===== src/rtl/led_port_pkg.sv =====
// Shared constants for the LED output port: register word offsets, reset values
// and the blink timer state encoding.
package led_port_pkg;

  localparam int LED_REG_DATA   = 0;
  localparam int LED_REG_MODE   = 1;
  localparam int LED_REG_PERIOD = 2;
  localparam int LED_REG_SET    = 3;
  localparam int LED_REG_CLR    = 4;

  localparam logic [31:0] LED_RST_WORD  = 32'h0;
  localparam logic        LED_RST_PHASE = 1'b1;

  typedef enum logic {
    TMR_IDLE  = 1'b0,
    TMR_BLINK = 1'b1
  } tmr_state_t;

endpackage


===== src/rtl/led_blink_timer.sv =====
// Blink prescaler: counts clk_in cycles up to the programmed half-period and
// toggles phase on each wrap. A period write restarts the count at phase=1.
//
//   state     | meaning
//   ----------+-------------------------------------------------
//   TMR_IDLE  | period is 0: cnt held at 0, phase held at 1
//   TMR_BLINK | period nonzero: cnt wraps at period-1, phase toggles
module led_blink_timer
  import led_port_pkg::*;
#(
  parameter int PRESCALE_W = 24
) (
  input  logic                  clk_in,
  input  logic                  reset,
  input  logic [PRESCALE_W-1:0] period,
  input  logic                  period_wr,
  output logic                  phase
);

  tmr_state_t            r_state;
  logic [PRESCALE_W-1:0] r_cnt;
  logic                  r_phase;
  logic                  w_wrap;

  // period carries the value being written on a period_wr cycle
  assign w_wrap = (r_cnt == (period - PRESCALE_W'(1)));

  always_ff @(posedge clk_in) begin
    if (!reset) begin
      r_state <= TMR_IDLE;
      r_cnt   <= '0;
      r_phase <= LED_RST_PHASE;
    end else if (period_wr) begin
      r_state <= (period == '0) ? TMR_IDLE : TMR_BLINK;
      r_cnt   <= '0;
      r_phase <= LED_RST_PHASE;
    end else begin
      case (r_state)
        TMR_IDLE: begin
          r_cnt   <= '0;
          r_phase <= LED_RST_PHASE;
        end
        TMR_BLINK: begin
          if (w_wrap) begin
            r_cnt   <= '0;
            r_phase <= ~r_phase;
          end else begin
            r_cnt <= r_cnt + PRESCALE_W'(1);
          end
        end
        default: begin
          r_state <= TMR_IDLE;
          r_cnt   <= '0;
          r_phase <= LED_RST_PHASE;
        end
      endcase
    end
  end

  assign phase = r_phase;

endmodule


===== src/rtl/led_port_ctrl.sv =====
// Memory-mapped N-channel LED port: DATA/MODE/PERIOD registers, registered
// read-back and blink output stage. Define LED_PORT_SETCLR_EN for SET/CLR registers.
module led_port_ctrl
  import led_port_pkg::*;
#(
  parameter int                NUM_LEDS   = 8,
  parameter int                ADDR_W     = 8,
  parameter logic [ADDR_W-1:0] BASE_ADDR  = ADDR_W'('h40),
  parameter int                PRESCALE_W = 24
) (
  input  logic                clk_in,
  input  logic                reset,
  input  logic [ADDR_W-1:0]   addr,
  input  logic [31:0]         wdata,
  input  logic                we,
  input  logic                re,
  output logic [31:0]         rdata,
  output logic                rvalid,
  output logic [NUM_LEDS-1:0] leds
);

  logic [NUM_LEDS-1:0]   r_data;
  logic [NUM_LEDS-1:0]   r_mode;
  logic [PRESCALE_W-1:0] r_period;
  logic [NUM_LEDS-1:0]   r_leds;
  logic [31:0]           r_rdata;
  logic                  r_rvalid;

  logic [ADDR_W-1:0]     w_off;
  logic                  w_sel_data, w_sel_mode, w_sel_period, w_sel_set, w_sel_clr;
  logic [NUM_LEDS-1:0]   w_wd_leds;
  logic [PRESCALE_W-1:0] w_wd_period;
  logic [NUM_LEDS-1:0]   w_data_nxt;
  logic [PRESCALE_W-1:0] w_period_nxt;
  logic                  w_period_wr;
  logic [31:0]           w_rd_word;
  logic                  w_phase;
  logic                  w_unused_wdata;

  assign w_off        = addr - BASE_ADDR;
  assign w_sel_data   = (w_off == ADDR_W'(LED_REG_DATA));
  assign w_sel_mode   = (w_off == ADDR_W'(LED_REG_MODE));
  assign w_sel_period = (w_off == ADDR_W'(LED_REG_PERIOD));
`ifdef LED_PORT_SETCLR_EN
  assign w_sel_set    = (w_off == ADDR_W'(LED_REG_SET));
  assign w_sel_clr    = (w_off == ADDR_W'(LED_REG_CLR));
`else
  assign w_sel_set    = 1'b0;
  assign w_sel_clr    = 1'b0;
`endif

  // only the low bits of wdata are stored; the rest is deliberately dropped
  assign w_wd_leds      = wdata[NUM_LEDS-1:0];
  assign w_wd_period    = wdata[PRESCALE_W-1:0];
  assign w_unused_wdata = ^wdata;

  always_comb begin
    w_data_nxt = r_data;
    if (we) begin
      if (w_sel_data)     w_data_nxt = w_wd_leds;
      else if (w_sel_set) w_data_nxt = r_data | w_wd_leds;
      else if (w_sel_clr) w_data_nxt = r_data & ~w_wd_leds;
    end
  end

  assign w_period_wr  = we & w_sel_period;
  assign w_period_nxt = w_period_wr ? w_wd_period : r_period;

  // reads see the pre-write register contents
  always_comb begin
    w_rd_word = LED_RST_WORD;
    if (w_sel_data)        w_rd_word = 32'(r_data);
    else if (w_sel_mode)   w_rd_word = 32'(r_mode);
    else if (w_sel_period) w_rd_word = 32'(r_period);
  end

  led_blink_timer #(
    .PRESCALE_W (PRESCALE_W)
  ) u_timer (
    .clk_in    (clk_in),
    .reset     (reset),
    .period    (w_period_nxt),
    .period_wr (w_period_wr),
    .phase     (w_phase)
  );

  always_ff @(posedge clk_in) begin
    if (!reset) begin
      r_data   <= NUM_LEDS'(LED_RST_WORD);
      r_mode   <= NUM_LEDS'(LED_RST_WORD);
      r_period <= PRESCALE_W'(LED_RST_WORD);
      r_leds   <= NUM_LEDS'(LED_RST_WORD);
      r_rdata  <= LED_RST_WORD;
      r_rvalid <= 1'b0;
    end else begin
      r_data   <= w_data_nxt;
      if (we && w_sel_mode) r_mode <= w_wd_leds;
      r_period <= w_period_nxt;
      r_leds   <= (r_data & ~r_mode) | (r_data & r_mode & {NUM_LEDS{w_phase}});
      r_rvalid <= re;
      if (re) r_rdata <= w_rd_word;
    end
  end

  assign rdata  = r_rdata;
  assign rvalid = r_rvalid;
  assign leds   = r_leds;

endmodule


===== config.mk =====
export PLATFORM = sky130hd
export DESIGN_NAME = led_port_ctrl
export DESIGN_NICKNAME = d
export VERILOG_FILES = /design/src/rtl/led_port_pkg.sv /design/src/rtl/led_blink_timer.sv /design/src/rtl/led_port_ctrl.sv
export SDC_FILE = /design/constraint.sdc
export NUM_CORES = 1
export LEC_CHECK = 0
export BUFFER_PORTS_ARGS = -buffer_cell sky130_fd_sc_hd__buf_2
export CORE_MARGIN = 4
export CORE_UTILIZATION = 55
export DETAILED_ROUTE_END_ITERATION = 7
export PLACE_DENSITY_LB_ADDON = 0.2
export SYNTH_ARGS = -nofsm -noshare
export SYNTH_HDL_FRONTEND = slang
export SYNTH_SLANG_ARGS = --single-unit

===== constraint.sdc =====
create_clock -name clk_in -period 12.67 [get_ports clk_in]
set_clock_uncertainty 0.15 [all_clocks]
set_input_delay 2.534 -clock clk_in [delete_from_list [all_inputs] [get_ports clk_in]]
set_output_delay 2.534 -clock clk_in [all_outputs]
set_load 0.005 [all_outputs]

* After elaboration in Yosys (flattened, before gate mapping)
Cells that the tools add are included.
** Operators by class
- $add $sub $neg :: 3
- Equality and inequality tests :: 4
- Muxes and demuxes :: 9
- Bitwise operators :: 9
- Reduce and logical (&&, ||, !) cells :: 5
** Operators with widths (number)
- 2-to-1 mux 24 bit :: 5
- case mux 24 bit (2 select lines) :: 1
- adder 24 x 1 -> 24 bit (second input constant) :: 1
- AND 8 bit :: 3
- == test 24 bit :: 1
- zero test 24 bit :: 1
- subtractor 24 x 1 -> 24 bit (second input constant) :: 1
- == test 8 x 1 -> 1 bit (second input constant) :: 1
- == test 8 x 2 -> 1 bit (second input constant) :: 1
- zero test 8 bit :: 1
- NOT 8 bit :: 1
- OR 8 bit :: 1
- subtractor 8 x 7 -> 8 bit (second input constant) :: 1
- NOT 1 bit :: 3
- 2-to-1 mux 1 bit :: 2
- != test 2 bit (second input constant) :: 1
- case mux 1 bit (2 select lines) :: 1
- AND reduction 2 bit :: 1
- OR reduction 2 bit :: 1
- AND 1 bit :: 1
- logical AND 1 bit :: 1
** Storage, ports and cells
- Flip-flop bits (word level) :: 107
- Input bits :: 44

* Logic depth before layout (Yosys ltp)
- Word-level depth :: 8
- Depth in mapped cells :: 17
- Mapped depth without buffers :: 12

* By module
Synthesis repeated with hierarchy kept, for this count alone.
** Unflattened totals
- Cells, all modules :: 585
- Area, all modules :: 5386.4 µm²
** Modules (own cells, without submodules)
- led_port_ctrl :: instances 1, cells an instance 343, area each 3400.8 µm², sequential area each 1461.4 µm²
- led_blink_timer :: instances 1, cells an instance 242, area each 1985.7 µm², sequential area each 520.5 µm²

* Worst setup path after synthesis
OpenSTA, ideal clock, no wires.
- Path kind :: in2reg
- Start point :: in addr[5]
- End point :: reg u_timer.r_cnt[14]
- Library setup time :: 141 ps
- Arrival :: 5620 ps
- Path slack :: 6760 ps
- Stages on the path :: 17
- Path buffers :: 5
- Cell sequence :: nor4b_4 -> nand4_2 -> buf_6 -> buf_6 -> buf_2 -> mux2i_1 -> ha_1 -> nand3b_1 -> mux2_4 -> a2111oi_4 -> o211a_1 -> o22ai_1 -> and4b_1 -> and3_1 -> buf_6 -> buf_8 -> nor3_2
** On the way
- Longest elaborated chain between the ends :: 8
- Elaborated cells between the ends (all ways) :: 9
- Those cells by class :: 2 x add/sub; 2 x eq/ne; 3 x mux; 1 x bitwise; 1 x reduce/logical
** RTL lines
- start: declaration :: RTL line led_port_ctrl.sv:13 : input logic [ADDR_W-1:0] addr,
- subtractor 8 x 7 -> 8 bit (*) :: RTL line led_port_ctrl.sv:40 : assign w_off = addr - BASE_ADDR;
- == test 8 x 2 -> 1 bit (*) :: RTL line led_port_ctrl.sv:43 : assign w_sel_period = (w_off == ADDR_W'(LED_REG_PERIOD));
- AND 1 bit (*) :: RTL line led_port_ctrl.sv:66 : assign w_period_wr = we & w_sel_period;
- 2-to-1 mux 24 bit :: RTL line led_port_ctrl.sv:67 : assign w_period_nxt = w_period_wr ? w_wd_period : r_period;
- subtractor 24 x 1 -> 24 bit :: RTL line led_blink_timer.sv:26 : assign w_wrap = (r_cnt == (period - PRESCALE_W'(1)));
- == test 24 bit :: RTL line led_blink_timer.sv:26
- 2-to-1 mux 24 bit :: RTL line led_blink_timer.sv:44 : if (w_wrap) begin
- case mux 24 bit (2 select lines) :: RTL line led_blink_timer.sv:38 : case (r_state)
- end signal: assignment :: RTL line led_blink_timer.sv:48 : r_cnt <= r_cnt + PRESCALE_W'(1);
- end: declaration :: RTL line led_blink_timer.sv:21 : logic [PRESCALE_W-1:0] r_cnt;
Every way passes the cells marked *; elsewhere a longest branch is shown, timed or not.
A chain may end at the register's enable or synchronous reset.

* Final worst setup path
- Start point :: in addr[1]
- End point :: reg u_timer.r_cnt[3]
Same word-level chain as after synthesis.

==> impl_metrics.toml <==
[global_route]
grt_use_total_pct = 23.0
grt_pass1_vias = 4293
grt_pass1_wl_um = 21100
grt_antenna_before_repair = 0
overflow = 0
grt_max_degree = 52

[cts]
postCtsSetupBuffers = 0
clk_latency_ns = 0.37
clk_path_buf_depth = 2
cts_buffers = 9
clock-sinks = 99
cts_tree = "built"
root_buffer = "clkbuf_8"
cts_resized = 0
hold_buffers = 0
h-tree-depth = 3
clkTransAtPathRegs_ns = 0.10

[logic_synthesis]
syn_area_sq_um = 5260
synthCells = 585
synth-adder-area-share_pct = 0.476
async_flop_share_pct = 0
synth-xor-area-share_pct = 7.66
avgSynthCellArea_sq_um = 9.00
synth_edf_count = 0
ys_warn_count = 0
ys_top_cells_by_area = "dfxtp_1, mux2i_1, nor2_1"
yosys-top-cells-count = "dfxtp_1, nor2_1, mux2i_1"
synthSimpleGateAreaFrac_pct = 26.9
synth_top_area_share_pct = 37.7
synthFlopType = "dfxtp_1"
synthMuxAreaShare_pct = 11.4
synth_largest_area_cell = "dfxtp_1"
synth_seq_area_share_pct = 37.7
yosysMostFrequentCell = "dfxtp_1"
synth-seq-cells = 99
synth_compound_area_share_pct = 11.3
synth_top_family_by_area = "simple AND/OR/NAND/NOR gates"
synth_cell_types = 69

[cells_and_area]
diodes = 0
fin_area_sq_um = 5810
area_growth_pct = 10.5
nets = 690
nFillCells = 830
drive_gt1_share_pct = 19.3
final_cells = 778
multi_input_area_sq_um = 3070
final-seq-area_sq_um = 1980

[detailed_routing]
ant_nets = 0
first_pass_iters = 4
vias = 4449
via_per_inst = 5.72
wl_um = 12500
drtIter0Drc = 242
wl_per_cell_um = 16.1
drc = 0

[worst_setup_path]
rr_startpoint = "r_period[16]"
critPathKind = "in -> reg"
cp.arrival_ns = 6.23
end_kind = "flip-flop"
worstSetupStartpointType = "input pin"
timing.rr.end = "u_timer.r_cnt[3]"
ff2ff_setup_slack_ns = 9.37
reg2reg_depth = 9
crit_fanout = 38
startpoint = "addr[1]"
required_ns = 12.76

[placement]
placement.io_buffers = 68
place_hpwl_um = 9320
dp_cells = 762
place_congestion = 0.862
pre_cts_slack_ns = 6.20
place_area_sq_um = 5610

[timing]
rsz0062_at_grt = "false"
max_freq_mhz = 163
fin_crit_ns = 6.14
period_share_pct = 48.5
slew-limit-headroom_pct = 32.9
finalWorstSetupSlack_ns = 6.53
hold_violations = 0
final-setup-viol-count = 0
slew_viol_final = 0
worstMarginPinSlew_ns = 1.00
setup_tns_ns = 0

[die]
die_area_sq_um = 11200
die_h_um = 106
rows = 35
core_area_sq_um = 9280
io_pins = 85
start_util_pct = 56.7
die_w_um = 106

[power_and_ir_drop]
p_per_area_nw_per_um2 = 94.1
max-vdd-ir-drop_mv = 0.0464
power_leakage_nw = 2.51

[min_path]
hold_end = "leds[7]"
hold_class = "reg -> reg"
hold_depth = 2
hp-start = "r_data[7]"

[run_status]
status = "complete, no violations"

[run]
drv_cap = 0
==> flip-flops by register name, indices dropped and copies added (netlist names) <==
register,cells
leds,8
r_data,8
r_mode,8
r_period,24
rdata,24
rvalid,1
u_timer.phase,1
u_timer.r_cnt,24
u_timer.r_state,1
==> where the power goes <==
group / leakage (nW) / total [mW] / internal [mW] / switching (mW)
combinational: 1.62 / 0.0278 / 0.00910 / 0.0187
sequential: 0.797 / 0.311 / 0.311 / 0.000219
clock: 0.0939 / 0.208 / 0.0936 / 0.114
total: 2.51 / 0.547 / 0.414 / 0.133
==> stage by stage <==
stage | hold WS [ns] | util, % | total power, mW
detailed placement | 0.293 | 60.5 | 0.346
global placement | 0.290 | 60.5 | 0.345
global route | 0.318 | 62.6 | 0.564
CTS | 0.300 | 62.6 | 0.552
finish | 0.301 | 62.6 | 0.547
floorplan | 0.274 | - | 0.334
==> worst max-delay path by stage <==
| stage | end | cells after the start |
|---|---|---|
| after CTS | u_timer.r_cnt[3] | 15 |
| after detailed placement | u_timer.r_cnt[3] | 15 |
| after global routing | u_timer.r_cnt[23] | 15 |
| final | u_timer.r_cnt[3] | 15 |
| after floorplan | u_timer.r_cnt[14] | 17 |
| after global placement | u_timer.r_cnt[1] | 15 |
==> layer usage <==
| metal | track usage (%) | share of wire (%) |
|---|---|---|
| met5 | 0 | 0 |
| met4 | 8.33 | 1.7 |
| met3 | 3.74 | 6.4 |
| met2 | 34.8 | 44 |
| met1 | 32.9 | 48 |
==> worst max-delay path, stage by stage <==
cell and delay, ns:
buf_2 0.31, nor2b_1 0.29, nand4_2 0.12, buf_4 0.32, mux2i_1 0.34, ha_1 0.35
nand3b_1 0.14, mux2_4 0.35, a2111oi_4 0.24, o211a_1 0.20, o22ai_1 0.08, and4b_1 0.31
and3_1 0.17, buf_4 0.35, nor3_1 0.10
==> placed cells by master, fill, tap and decap left out, types with 9 or more instances in the layout <==
| master | n |
|---|---|
| dfxtp_1 | 99 |
| nor2_1 | 93 |
| buf_2 | 68 |
| mux2i_1 | 55 |
| a21oi_1 | 37 |
| nand2_1 | 32 |
| xnor2_1 | 30 |
| nor3_1 | 21 |
| nand3_1 | 20 |
| nor3_2 | 20 |
| a22o_1 | 16 |
| xor2_1 | 16 |
| nand4_1 | 11 |
| clkbuf_8 | 9 |
==> layout make-up <==
cell class                      instances  area share [%]
Clock buffer                           10            2.20
Inverter                                8           0.517
Clock inverter                          6            1.23
Sequential cell                        99            34.1
Multi-Input combinational cell        454            52.8
Timing Repair Buffer                   72            6.37
Tap cell                              129            2.78
==> cell families after synthesis <==
family	count (synthesis)
other	1
adders and majority gates	2
xor gates and xnor gates	46
and+or+nand+nor	256
buffers and inverters	39
AOI/OAI and AO/OA	83
muxes	59
DFF	99
Note: power is estimated with default switching activity, not from simulation.
